==> config.mk <==
export PLATFORM = sky130hd
export DESIGN_NAME = motoro3_line_calc_param_seq_flat
export DESIGN_NICKNAME = d
export VERILOG_FILES = /design/src/rtl/motoro3_line_calc_param_seq_pkg.sv /design/src/rtl/motoro3_line_calc_param_seq_if.sv /design/src/rtl/motoro3_line_calc_param_seq_sine.sv /design/src/rtl/motoro3_line_calc_param_seq.sv /design/src/flat_wrapper.sv
export SDC_FILE = /design/constraint.sdc
export NUM_CORES = 1
export LEC_CHECK = 0
export CORE_ASPECT_RATIO = 1.1
export CORE_UTILIZATION = 40
export CTS_CLUSTER_DIAMETER = 30
export DETAILED_ROUTE_END_ITERATION = 10
export MAX_ROUTING_LAYER = met4
export PLACE_DENSITY = 0.64
export SLEW_MARGIN = 20
export SYNTH_ARGS = -nofsm -noshare
export SYNTH_HDL_FRONTEND = slang
export SYNTH_SLANG_ARGS = --single-unit
export TNS_END_PERCENT = 30
==> constraint.sdc <==
create_clock -name clk -period 6.19 [get_ports clk]
set_input_delay 0.619 -clock clk [delete_from_list [all_inputs] [get_ports clk]]
set_output_delay 0.619 -clock clk [all_outputs]
set_load 0.02 [all_outputs]
==> src/rtl/motoro3_line_calc_param_seq_pkg.sv <==
// Shared types and constants for the motor line calculator.
// Holds the FSM encoding, mode codes and the sine amplitude table.
package motoro3_pkg;

    typedef enum logic [2:0] {
        S_IDLE,
        S_LOAD,
        S_MULP,
        S_CLAMP,
        S_SINE,
        S_WR,
        S_DONE
    } state_t;

    localparam logic [1:0] MODE_NORM  = 2'd0;
    localparam logic [1:0] MODE_BRAKE = 2'd1;
    localparam logic [1:0] MODE_FULL  = 2'd2;
    localparam logic [1:0] MODE_NORM3 = 2'd3;

    localparam logic [1:0] SPLIT_4 = 2'd0;
    localparam logic [1:0] SPLIT_8 = 2'd1;

    // Steps from here on lie in the negative half-wave.
    localparam logic [3:0] DIR_FIRST = 4'd9;

    // round(255*|sin(2*pi*k/16)|), entry k at bits [8k+7:8k].
    localparam logic [127:0] SINE_TAB = {
        8'd98, 8'd180, 8'd236, 8'd255,
        8'd236, 8'd180, 8'd98, 8'd0,
        8'd98, 8'd180, 8'd236, 8'd255,
        8'd236, 8'd180, 8'd98, 8'd0
    };

    function automatic logic [7:0] sine_amp(input logic [3:0] k);
        return SINE_TAB[{k, 3'b000} +: 8];
    endfunction

    // Coarser step resolutions snap the index down to the grid.
    function automatic logic [3:0] eff_step(
        input logic [3:0] s,
        input logic [1:0] split
    );
        logic [3:0] r;
        unique case (split)
            SPLIT_4: r = {s[3:2], 2'b00};
            SPLIT_8: r = {s[3:1], 1'b0};
            default: r = s;
        endcase
        return r;
    endfunction

endpackage

==> src/rtl/motoro3_line_calc_param_seq_if.sv <==
// Request/response bundle of the line calculator.
// The requester is the master, the calculator is the slave.
interface motoro3_line_calc_param_seq_if #(
    parameter int NCH = 3,
    parameter int LW  = 12
);
    import motoro3_pkg::*;

    localparam int PW = LW + 1;

    logic              start;
    logic [1:0]        m3LpwmStep;
    logic [7:0]        m3r_power_percent;
    logic [LW-1:0]     m3r_pwmLenWant;
    logic [LW-1:0]     m3r_pwmMinMask;
    logic [1:0]        m3r_stepSplitMax;
    logic [4*NCH-1:0]  lcStep;
    logic              busy;
    logic              done;
    logic [PW-1:0]     plLen;
    logic [PW*NCH-1:0] slLen;
    logic [NCH-1:0]    slDir;

    modport master (
        output start, m3LpwmStep, m3r_power_percent,
        output m3r_pwmLenWant, m3r_pwmMinMask,
        output m3r_stepSplitMax, lcStep,
        input  busy, done, plLen, slLen, slDir
    );

    modport slave (
        input  start, m3LpwmStep, m3r_power_percent,
        input  m3r_pwmLenWant, m3r_pwmMinMask,
        input  m3r_stepSplitMax, lcStep,
        output busy, done, plLen, slLen, slDir
    );

endinterface

==> src/rtl/motoro3_line_calc_param_seq_sine.sv <==
// Combinational sine amplitude lookup.
// Maps a 4-bit step index to an 8-bit amplitude.
module motoro3_sine_len_rom
    import motoro3_pkg::*;
(
    input  logic [3:0] idx,
    output logic [7:0] amp
);

    // Pure table read; no state.
    assign amp = sine_amp(idx);

endmodule

==> src/rtl/motoro3_line_calc_param_seq.sv <==
// Sequential power/sine length calculator for NCH motor lines.
// One shift-add multiplier serves both power scaling and sine scaling.
module motoro3_line_calc_param_seq
    import motoro3_pkg::*;
#(
    parameter int NCH = 3,
    parameter int LW  = 12
) (
    input logic clk,
    input logic nRst,
    motoro3_line_calc_param_seq_if.slave bus
);

    localparam int PW  = LW + 1;
    localparam int AW  = PW + 8;
    localparam int LNW = (NCH > 1) ? $clog2(NCH) : 1;
    localparam logic [LNW-1:0] LAST = LNW'(NCH - 1);

    state_t            st;
    logic [2:0]        cnt;
    logic [LNW-1:0]    line;
    logic [AW-1:0]     acc;

    logic [1:0]        mode_q;
    logic [1:0]        split_q;
    logic [7:0]        pwr_q;
    logic [LW-1:0]     want_q;
    logic [LW-1:0]     mask_q;
    logic [4*NCH-1:0]  step_q;

    logic              busy_q;
    logic              done_q;
    logic [PW-1:0]     pl_q;
    logic [PW*NCH-1:0] sl_q;
    logic [NCH-1:0]    dir_q;

    logic [3:0]        k;
    logic [7:0]        amp;
    logic [PW-1:0]     mcand;
    logic [7:0]        mplier;
    logic [AW-1:0]     addend;
    logic [PW-1:0]     p_raw;
    logic [PW-1:0]     pl_mode;
    logic [PW-1:0]     pl_cl;
    logic [PW-1:0]     s_raw;
    logic [PW-1:0]     sl_cl;

    assign k = eff_step(step_q[{line, 2'b00} +: 4], split_q);

    motoro3_sine_len_rom u_rom (
        .idx (k),
        .amp (amp)
    );

    // Shared multiplier operands: power during MULP, sine otherwise.
    always_comb begin
        mcand  = (st == S_MULP) ? {1'b0, want_q} : pl_q;
        mplier = (st == S_MULP) ? pwr_q : amp;
        addend = mplier[cnt] ? (AW'(mcand) << cnt) : '0;
    end

    // Power result: scale, apply mode, then drop below-minimum lengths.
    always_comb begin
        p_raw = acc[7 +: PW];
        unique case (mode_q)
            MODE_BRAKE: pl_mode = '0;
            MODE_FULL:  pl_mode = {1'b0, want_q};
            MODE_NORM,
            MODE_NORM3: pl_mode = p_raw;
        endcase
        pl_cl = (pl_mode < PW'(mask_q)) ? '0 : pl_mode;
    end

    // Sine result for the current line with the same minimum rule.
    always_comb begin
        s_raw = acc[8 +: PW];
        sl_cl = (s_raw < PW'(mask_q)) ? '0 : s_raw;
    end

    // Sequencer plus all registered outputs.
    always_ff @(posedge clk or negedge nRst) begin
        if (!nRst) begin
            st      <= S_IDLE;
            cnt     <= '0;
            line    <= '0;
            acc     <= '0;
            mode_q  <= '0;
            split_q <= '0;
            pwr_q   <= '0;
            want_q  <= '0;
            mask_q  <= '0;
            step_q  <= '0;
            busy_q  <= 1'b0;
            done_q  <= 1'b0;
            pl_q    <= '0;
            sl_q    <= '0;
            dir_q   <= '0;
        end else begin
            unique case (st)
                S_IDLE: begin
                    if (bus.start) begin
                        st     <= S_LOAD;
                        busy_q <= 1'b1;
                    end
                end
                S_LOAD: begin
                    mode_q  <= bus.m3LpwmStep;
                    split_q <= bus.m3r_stepSplitMax;
                    pwr_q   <= bus.m3r_power_percent;
                    want_q  <= bus.m3r_pwmLenWant;
                    mask_q  <= bus.m3r_pwmMinMask;
                    step_q  <= bus.lcStep;
                    acc     <= '0;
                    cnt     <= '0;
                    st      <= S_MULP;
                end
                S_MULP: begin
                    acc <= acc + addend;
                    cnt <= cnt + 3'd1;
                    if (cnt == 3'd7) begin
                        st <= S_CLAMP;
                    end
                end
                S_CLAMP: begin
                    pl_q <= pl_cl;
                    acc  <= '0;
                    cnt  <= '0;
                    line <= '0;
                    st   <= S_SINE;
                end
                S_SINE: begin
                    acc <= acc + addend;
                    cnt <= cnt + 3'd1;
                    if (cnt == 3'd7) begin
                        st <= S_WR;
                    end
                end
                S_WR: begin
                    sl_q[int'(line)*PW +: PW] <= sl_cl;
                    dir_q[line] <= (k >= DIR_FIRST);
                    acc <= '0;
                    cnt <= '0;
                    if (line == LAST) begin
                        st     <= S_DONE;
                        busy_q <= 1'b0;
                        done_q <= 1'b1;
                    end else begin
                        line <= line + LNW'(1);
                        st   <= S_SINE;
                    end
                end
                S_DONE: begin
                    done_q <= 1'b0;
                    st     <= S_IDLE;
                end
                default: begin
                    st <= S_IDLE;
                end
            endcase
        end
    end

    assign bus.busy  = busy_q;
    assign bus.done  = done_q;
    assign bus.plLen = pl_q;
    assign bus.slLen = sl_q;
    assign bus.slDir = dir_q;

endmodule

==> src/flat_wrapper.sv <==
// flat-port wrapper written by rule: the top's interface ports become plain ports
module motoro3_line_calc_param_seq_flat import motoro3_pkg::*;
#(
    parameter int NCH = 3,
    parameter int LW  = 12
)
  (clk, nRst, bus_start, bus_m3LpwmStep, bus_m3r_power_percent, bus_m3r_pwmLenWant, bus_m3r_pwmMinMask, bus_m3r_stepSplitMax, bus_lcStep, bus_busy, bus_done, bus_plLen, bus_slLen, bus_slDir);
  motoro3_line_calc_param_seq_if #(.NCH(NCH), .LW(LW)) bus_i ();
  input logic clk;
  input logic nRst;
  input wire logic [$bits(bus_i.start)-1:0] bus_start;
  input wire logic [$bits(bus_i.m3LpwmStep)-1:0] bus_m3LpwmStep;
  input wire logic [$bits(bus_i.m3r_power_percent)-1:0] bus_m3r_power_percent;
  input wire logic [$bits(bus_i.m3r_pwmLenWant)-1:0] bus_m3r_pwmLenWant;
  input wire logic [$bits(bus_i.m3r_pwmMinMask)-1:0] bus_m3r_pwmMinMask;
  input wire logic [$bits(bus_i.m3r_stepSplitMax)-1:0] bus_m3r_stepSplitMax;
  input wire logic [$bits(bus_i.lcStep)-1:0] bus_lcStep;
  output wire logic [$bits(bus_i.busy)-1:0] bus_busy;
  output wire logic [$bits(bus_i.done)-1:0] bus_done;
  output wire logic [$bits(bus_i.plLen)-1:0] bus_plLen;
  output wire logic [$bits(bus_i.slLen)-1:0] bus_slLen;
  output wire logic [$bits(bus_i.slDir)-1:0] bus_slDir;
  assign bus_i.start = bus_start;
  assign bus_i.m3LpwmStep = bus_m3LpwmStep;
  assign bus_i.m3r_power_percent = bus_m3r_power_percent;
  assign bus_i.m3r_pwmLenWant = bus_m3r_pwmLenWant;
  assign bus_i.m3r_pwmMinMask = bus_m3r_pwmMinMask;
  assign bus_i.m3r_stepSplitMax = bus_m3r_stepSplitMax;
  assign bus_i.lcStep = bus_lcStep;
  assign bus_busy = bus_i.busy;
  assign bus_done = bus_i.done;
  assign bus_plLen = bus_i.plLen;
  assign bus_slLen = bus_i.slLen;
  assign bus_slDir = bus_i.slDir;
  motoro3_line_calc_param_seq #(.NCH(NCH), .LW(LW)) u_core (.clk(clk), .nRst(nRst), .bus(bus_i));
endmodule
== Word level (Yosys, flattened, before mapping) ==
Index checks and enable logic that the tools add are counted.

* Bits in latches: 0
* Output and inout port bits: 57
* Memories: 0
* Word-level logic and storage cells: 90
* Flip-flop bits (word level): 134
* Bits of input ports: 51
* Memory bits (writable): 0
* ROM bits: 0

* Shift operators: 5
* Equality and inequality tests: 17
* Divide/modulo/power cells: 0
* $lt $le $gt $ge: 6
* Reduce and logical (&&, ||, !) cells: 15
* Mux-type cells: 27
* Add/sub/neg operators: 4
* Bitwise gates (word level): 0
* Multipliers: 1

{| class="wikitable"
|+ Operators by type and width
! cell !! number
|-
| $shiftx A128 B8 Y8 const A || 1
|-
| $pmux W21 S2 || 1
|-
| $bwmux W39 || 1
|-
| $mux W13 || 3
|-
| $pmux W13 S3 || 1
|-
| $shift A13 B33 Y39 const A || 1
|-
| $shiftx A13 B33 Y39 || 1
|-
| $neg A32 Y33 || 1
|-
| $lt A13 B12 Y1 || 2
|-
| $add A21 B21 Y21 || 1
|-
| $mux W21 || 1
|-
| $shl A13 B3 Y21 || 1
|-
| $pmux W3 S6 || 1
|-
| $eq A3 B3 Y1 const B || 4
|-
| $shiftx A12 B5 Y4 || 1
|-
| $mux W3 || 3
|-
| $mux W8 || 1
|-
| $pmux W2 S2 || 2
|-
| $reduce_bool A2 Y1 || 4
|-
| $eq A2 B2 Y1 const B || 3
|-
| $eq A3 B2 Y1 const B || 2
|-
| $mul A2 B4 Y6 const B || 1
|-
| $ne A2 B2 Y1 const B || 3
|-
| $pmux W3 S2 || 1
|-
| 22 further kinds || 34
|}

== Depth between registers and ports, before layout ==
Gate-level depths: netlist of run 1.

* Depth in word-level cells: 9
* Depth in mapped cells: 21
* Mapped depth without buffers: 19

== Hierarchy ==
From an unflattened synthesis of run 1, not the netlist that was laid out.

* Cell total of the unflattened synthesis: 796
* Area, all modules: 7910.1 sq um

{| class="wikitable"
|+ By module, submodules not included
! module !! sequential area each (sq um) !! cells each !! area an instance (sq um) !! times used
|-
| motoro3_line_calc_param_seq || 3353.2 || 775 || 7746.2 || 1
|-
| motoro3_sine_len_rom || 0.0 || 21 || 163.9 || 1
|}

== Least setup slack after synthesis of run 1 ==
Ideal clock, no wire load.

* Path kind: reg2reg
* From: register u_core.line[1]
* To: register u_core.acc[18]
* Arrival: 3790 ps
* Stages on the path, launching flop included: 20
* Clock period less this slack: 3923 ps
* Library setup time: 133 ps
* Path slack: 2267 ps
* Data required time: 6057 ps
* Path buffers: 2
* Cells stage by stage: dfrtp_1 buf_6 mux2i_1 o21ai_0 o21a_1 inv_1 ha_1 nand3_1 a2111oi_0 nor3_1 o21a_1 buf_2 o22ai_1 ha_1 a211o_1 o311ai_0 nand3_1 a221oi_1 xor2_1 o21ai_0

* Cells in the longest elaborated chain, start to end: 9

{| class="wikitable"
|+ Ends and longest elaborated chain
! item !! line !! text
|-
| from (decl) || motoro3_line_calc_param_seq.sv:21 || <nowiki>logic [LNW-1:0] line;</nowiki>
|-
| from (signal assigned) || motoro3_line_calc_param_seq.sv:148 || <nowiki>line <= line + LNW'(1);</nowiki>
|-
| $shiftx A12 B5 Y4 * || motoro3_line_calc_param_seq.sv:48 || <nowiki>assign k = eff_step(step_q[{line, 2'b00} +: 4], split_q);</nowiki>
|-
| $pmux W2 S2 || motoro3_line_calc_param_seq_pkg.sv:44 || <nowiki>unique case (split)</nowiki>
|-
| $shiftx A128 B8 Y8 * || motoro3_line_calc_param_seq_pkg.sv:35 || <nowiki>return SINE_TAB[{k, 3'b000} +: 8];</nowiki>
|-
| $mux W8 * || motoro3_line_calc_param_seq.sv:58 || <nowiki>mplier = (st == S_MULP) ? pwr_q : amp;</nowiki>
|-
| $bmux W1 S3 * || motoro3_line_calc_param_seq.sv:59 || <nowiki>addend = mplier[cnt] ? (AW'(mcand) << cnt) : '0;</nowiki>
|-
| $mux W1 (not written as such) * || motoro3_line_calc_param_seq.sv:59 ||
|-
| $mux W21 * || motoro3_line_calc_param_seq.sv:59 ||
|-
| $add A21 B21 Y21 * || motoro3_line_calc_param_seq.sv:118, motoro3_line_calc_param_seq.sv:132 ||
|-
| $pmux W21 S2 * || motoro3_line_calc_param_seq.sv:99 || <nowiki>unique case (st)</nowiki>
|-
| to (signal assigned) || motoro3_line_calc_param_seq.sv:118 || <nowiki>acc <= acc + addend;</nowiki>
|-
| to (signal assigned) || motoro3_line_calc_param_seq.sv:132 || <nowiki>acc <= acc + addend;</nowiki>
|-
| to (decl) || motoro3_line_calc_param_seq.sv:22 || <nowiki>logic [AW-1:0] acc;</nowiki>
|}

Mark *: on every way between the ends. The rest lies on a longest branch, timed or not. The select of a mux whose other input is x is not followed.
A chain may end at the register's enable or synchronous reset.

== Worst setup path in the final report of run 1 ==
* From: register u_core.line[1]
* To: register u_core.acc[17]

Same word-level chain as after synthesis.

==> metrics.yaml, run 1 <==
r2r_start: "u_core.line[1]"
viasPerCell: 5.60
num_io_pins: 108
synth.distinct_cells: 60
portBuffers: 107
synth.area.top_cells: "dfrtp_1 43%, ha_1 9.3%, mux2_2 5.8%"
row_count: 53
final_nets: 977
grt_pass1_vias: 6120
die_area_um2: 20000
synth_commonest_cells: "134 x dfrtp_1, 86 x nand2_1, 58 x ha_1, 55 x o21ai_0"
syn-num-nets: 884
root_buffer: "clkbuf_16"
grt_overflow_total: 0
synth_top_area_share_pct: 43.1
max_freq_ghz: 0.209
synth-async-reset-ratio_pct: 100
ys_seq_area_share_pct: 43.1
vdd.ir_drop.worst_mv: 0.228
power.internal_mw: 2.50
seqPwrFrac_pct: 33.3
grt_pass1_wl_mm: 34.2
report.final.slew_viol_count: 0
power_density_nw_per_um2: 435
netlist_area_um2: 7780
crit_top_cell: "ha_1"
grtUsageTotal_pct: 23.3
cp_data_required_time_ps: 6530
coreArea_um2: 19100
hp-class: "in -> async"
ant_nets: 0
wl_met1_mm: 9.94
synth_seq_cells: 134
clkLatencyLatePin_ps: 430
grt_antenna_before_repair: 0
p_leak_nw: 4.27
pwr-share-clk_pct: 24.7
combPwrFrac_pct: 42.0
cts_tree: "yes"
cts_sinks: 134
met2_length_mm: 10.4
top_layer_used: "met4"
hold_buffers: 0
drive_gt1_share_pct: 10.2
finalHoldViolCount: 0
n_fill_cell: 1795
fin_crit_ps: 4790
setup_ws_ps: 1400
endpoint_kind: "flop"
drt_iter0_markers: 563
wl_per_cell_um: 19.2
vias: 6316
yosysWarnings: 0
avgSynthCellArea_um2: 10.0
outcome: "finished clean"
power.switching_mw: 1.69
first_pass_iters: 6
dp_slack_ps: 1470
drt_wl_total_mm: 21.6
total_power_mw: 4.19
synth_edf_count: 0
startpoint: "u_core.line[1]"
cp-endpoint: "u_core.acc[17]"
yosysMostFrequentCell: "dfrtp_1"
synth-main-ff-cell: "dfrtp_1"
clk_pin_slew_ps: 60
cts_resized: 0
crit_arrival_ps: 5130
post-route-period-util_pct: 77.3
gp_congestion: 0.934
switching_share_pct: 40.4
clockBufferDepth: 2
diodes: 0
die_height_um: 148
post_cts_buffers: 0
r2r_slack_ps: 1400
cap_violations: 0
slew_headroom_pct: 22.5
area_delta_synth_final_pct: 23.7
cp_cell_sequence: "mux2i_1, o21ai_0, o21a_1, ha_1, nor4_1, a2111oi_0, a21boi_1, a31oi_1, o22ai_1, ha_1, a211o_1, a21oi_1, nor3_1, o31ai_1, nand4_1, o211ai_1"
die-width_um: 135
final.setup.tns_ps: 0
synth_top_area_cell: "dfrtp_1"
startpoint_type: "flop"
finalSetupViolCount: 0
fin_skew_ps: 9.15
numCtsBuffers: 17
start_util_pct: 40.7
worstReg2RegEnd: "u_core.acc[17]"
worstSetupPathType: "reg -> reg"
worst_path_max_delay_cell: "a31oi_1"
cp_max_fo: 12
rr_worst_depth: 16
drcViolationCount: 0
met3_length_um: 988
tightest_slew_ps: 1160
cpPeakStageDelay_ps: 700
syn_inst: 774
grt_max_degree: 69
ctsHtreeMaxLevel: 4
dp.final_hpwl_mm: 15.6
rsz0062_at_grt: "false"
## power by group through the flow
stage / Sequential [mW] / Clock (mW) / Combinational (mW)
floorplan: 1.28 / 0 / 1.33
global placement: 1.41 / 0 / 1.73
detailed placement: 1.40 / 0 / 1.75
CTS: 1.39 / 1.04 / 1.76
global route: 1.42 / 1.08 / 1.96
finish: 1.39 / 1.03 / 1.76
## cell type report
class | count | area, um^2 | area share [%]
Sequential cell | 134 | 3350 | 34.8
Clock inverter | 12 | 151 | 1.57
Inverter | 29 | 109 | 1.13
Multi-Input combinational cell | 572 | 4140 | 43.0
Clock buffer | 20 | 447 | 4.64
Tap cell | 247 | 309 | 3.21
Timing Repair Buffer | 113 | 1120 | 11.6
## cells in the final DEF (no fill, tap or decap), types with 8 or more instances in the layout
cell type,synthesis,routed
a21o_1,10,10
a21oi_1,43,43
a22o_1,36,36
a22oi_1,12,12
clkbuf_16,0,17
clkdlybuf4s50_1,0,106
dfrtp_1,134,134
ha_1,58,58
inv_1,29,29
mux2_2,40,40
mux2i_1,40,40
nand2_1,86,86
nand2b_1,8,8
nand3_1,20,20
nor2_1,43,42
nor3_1,12,12
o21ai_0,55,55
o22ai_1,10,10
xnor2_1,8,8
## layer usage
metal / global-route usage (%) / up-vias
met5: - / -
met4: 6.24 / 0
met1: 31.4 / 3107
met3: 3.99 / 25
li1: - / 3015
met2: 36.1 / 169
## worst max-delay path: cells and delay by family (launching register included)
family                     cells  cell delay [ps]
adders and majority gates      2              610
muxes                          1              220
AOI/OAI and AO/OA             10             2760
and+or+nand+nor                3              540
DFF                            1              570
## worst min-delay path by stage
stage                               from                    to  slack (ps)  cells after the start
finish                              nRst       u_core.pwr_q[4]         180                      1
global route                        nRst       u_core.pwr_q[5]         240                      1
CTS                                 nRst       u_core.pwr_q[4]         220                      1
detailed placement  u_core.bus.slLen[25]  u_core.bus.slLen[25]         470                      2
global placement    u_core.bus.slLen[25]  u_core.bus.slLen[25]         470                      2
floorplan                           nRst         u_core.acc[0]         320                      0
## stage by stage
stage | instances | utilization [%] | hold slack, ps | instance area (um^2)
final | 1127 | 50.4 | 180 | 9620
after global routing | 1127 | 50.4 | 239 | 9620
after CTS | 1127 | 50.4 | 216 | 9620
after detailed placement | 1095 | 47.3 | 470 | 9030
after global placement | 1095 | 47.3 | 467 | 9030
after floorplan | 774 | - | 323 | 7780
## cell families (layout without fill, tap and decap cells)
family          after synthesis  after routing  synth area share, %
flops                       134            134                 43.1
compound gates              223            223                 19.5
fa+ha+maj                    59             59                 9.59
buf+inv                      68            174                 3.78
mux                          80             80                 10.9
simple gates                198            198                 11.7
xor+xnor                     12             12                 1.35
## sequential cells by signal (all words and copies together) (netlist names), 3 cells and up
register,count
u_core.bus.slDir,3
u_core.st,3
u_core.acc,21
u_core.mask_q,12
u_core.bus.plLen,13
u_core.bus.slLen,39
u_core.step_q,12
u_core.pwr_q,8
u_core.want_q,12
u_core.cnt,3
No activity file was read; power rests on OpenSTA's default activity.
==> inputs of run 2 (changes only) <==
--- a/config.mk
+++ b/config.mk
@@ -10,7 +10,7 @@
 export CTS_CLUSTER_DIAMETER = 30
 export DETAILED_ROUTE_END_ITERATION = 10
 export MAX_ROUTING_LAYER = met4
-export PLACE_DENSITY = 0.64
+export PLACE_DENSITY = 0.67
 export SLEW_MARGIN = 20
 export SYNTH_ARGS = -nofsm -noshare
 export SYNTH_HDL_FRONTEND = slang
==> constraint.sdc (replaced) <==
create_clock -name clk -period 4.02 [get_ports clk]
set_input_delay 0.402 -clock clk [delete_from_list [all_inputs] [get_ports clk]]
set_output_delay 0.402 -clock clk [all_outputs]
set_load 0.02 [all_outputs]
==> metrics.yaml, run 2 (synthesis gave the netlist of run 1 again) <==
outcome: "finished clean"
portBuffers: 107
first_pass_iters: 5
hp-class: "reg -> reg"
endpoint_kind: "flop"
die-width_um: 135
post-route-period-util_pct: 99.7
start_util_pct: 40.7
crit_top_cell: "buf_4"
row_count: 53
wl_per_cell_um: 19.0
crit_arrival_ps: 4330
drt_wl_total_mm: 22.6
fin_crit_ps: 4010
final_area_um2: 10300
num_io_pins: 108
grt_max_degree: 70
finalHoldViolCount: 0
root_buffer: "clkbuf_16"
cp_max_fo: 7
slew_headroom_pct: 39.2
place_area_um2: 9480
die_height_um: 148
setup_ws_ps: 12.9
ant_nets: 0
fin_cells: 1194
grt_pass1_vias: 6497
drive_gt1_share_pct: 19.2
gp_congestion: 0.901
layout.cells.most_common: "dfrtp_1"
coreArea_um2: 19100
diodes: 0
tightest_slew_ps: 912
cp_cell_sequence: "mux2i_1, o21ai_1, o21a_2, buf_4, buf_4, ha_1, nor2_1, nor3_1, o21ai_0, a31oi_1, buf_4, buf_4, o22ai_2, ha_1, buf_4, o21a_1, and3_1, or4_1, a32o_1"
power_density_nw_per_um2: 687
die_area_um2: 20000
grt_pass1_wl_mm: 35.0
fin_skew_ps: 9.35
cap_violations: 0
p_leak_nw: 4.65
max_freq_ghz: 0.250
dp_slack_ps: -103
vdd.ir_drop.worst_mv: 0.372
numCtsBuffers: 17
clockBufferDepth: 2
clkLatencyLatePin_ps: 440
cts_tree: "yes"
dp_cells: 1156
largest_register_ffs: 39
final_cell_mix: "133 x dfrtp_1, 106 x clkdlybuf4s50_1, 85 x nand2_1, 70 x buf_4, 55 x ha_1"
grt_overflow_total: 0
dp.final_hpwl_mm: 16.0
cpPeakStageDelay_ps: 440
drcViolationCount: 0
final_nets: 1044
clk_pin_slew_ps: 60
cp_data_required_time_ps: 4340
report.final.slew_viol_count: 0
grtUsageTotal_pct: 23.8
finalSetupViolCount: 0
grt_antenna_before_repair: 0
ctsHtreeMaxLevel: 4
rsz0062_at_grt: "true"
worst_path_max_delay_cell: "dfrtp_2"
vias: 6672
startpoint_type: "flop"
cts_sinks: 134
drt_iter0_markers: 530
area_delta_synth_final_pct: 32.5
worstSetupPathType: "reg -> reg"
worst_hold_slack_ps: 483
viasPerCell: 5.59
-- run 2: path summary, 6_finish.rpt --
check / start / endpoint / slack (ps) / cells after the start
worst min-delay path: u_core.bus.slLen[38] / u_core.bus.slLen[38] / 480 / 2
worst max register to register: u_core.line[1] / u_core.acc[15] / 10 / 19
min in group asynchronous: nRst / u_core.bus.slLen[29] / 540 / 2
max in group asynchronous: nRst / u_core.line[1] / 2510 / 3
worst min register to register: u_core.bus.slLen[38] / u_core.bus.slLen[38] / 480 / 2
worst max-delay path: u_core.line[1] / u_core.acc[15] / 10 / 19
-- run 2: repair_timing --
item	in CTS	in global routing
buffers inserted	1	3
gates cloned	1	0
resized for setup	6	35
endpoints found under the setup margin	9	14
pin swaps	1	9
endpoints found under the hold margin	38	0
hold buffers	1	0
-- run 2: final cells by class --
class | count | area, um^2
Clock buffer | 21 | 470
Clock inverter | 11 | 148
Fill cell | 1675 | 8790
Inverter | 29 | 109
Multi-Input combinational cell | 573 | 4300
Sequential cell | 134 | 3350
Tap cell | 247 | 309
Timing Repair Buffer | 179 | 1620
-- run 2: worst max-delay path: cells and delay by family (launching register included) --
family / cells / cell delay (ps)
AOI/OAI and AO/OA: 7 / 1300
adders and majority gates: 2 / 450
muxes: 1 / 130
and+or+nand+nor: 4 / 850
DFF: 1 / 440
buffers and inverters: 5 / 720
-- run 2: power by group --
group,total [mW],switching [mW],internal [mW]
sequential,2.05,0.329,1.72
clock,1.63,0.602,1.02
combinational,3.40,1.91,1.50
total,7.08,2.84,4.24
-- run 2: metal layers --
layer	GRT usage, %	routed length (um)	up-vias
li1	-	-	3156
met1	30.8	10200	3278
met2	37.9	11000	201
met3	4.06	1040	37
met4	7.87	460	0
met5	-	0	-
-- run 2: stage by stage --
| stage | utilization, % | total power, mW | TNS [ps] |
|---|---|---|---|
| 2_1_floorplan | - | 4.02 | 0 |
| 3_3_place_gp | 49.7 | 5.10 | 0 |
| 3_5_place_dp | 49.7 | 5.14 | -405 |
| 4_1_cts | 53.1 | 6.86 | 0 |
| 5_1_grt | 54.0 | 7.50 | -838 |
| 6_report | 54.0 | 7.08 | 0 |
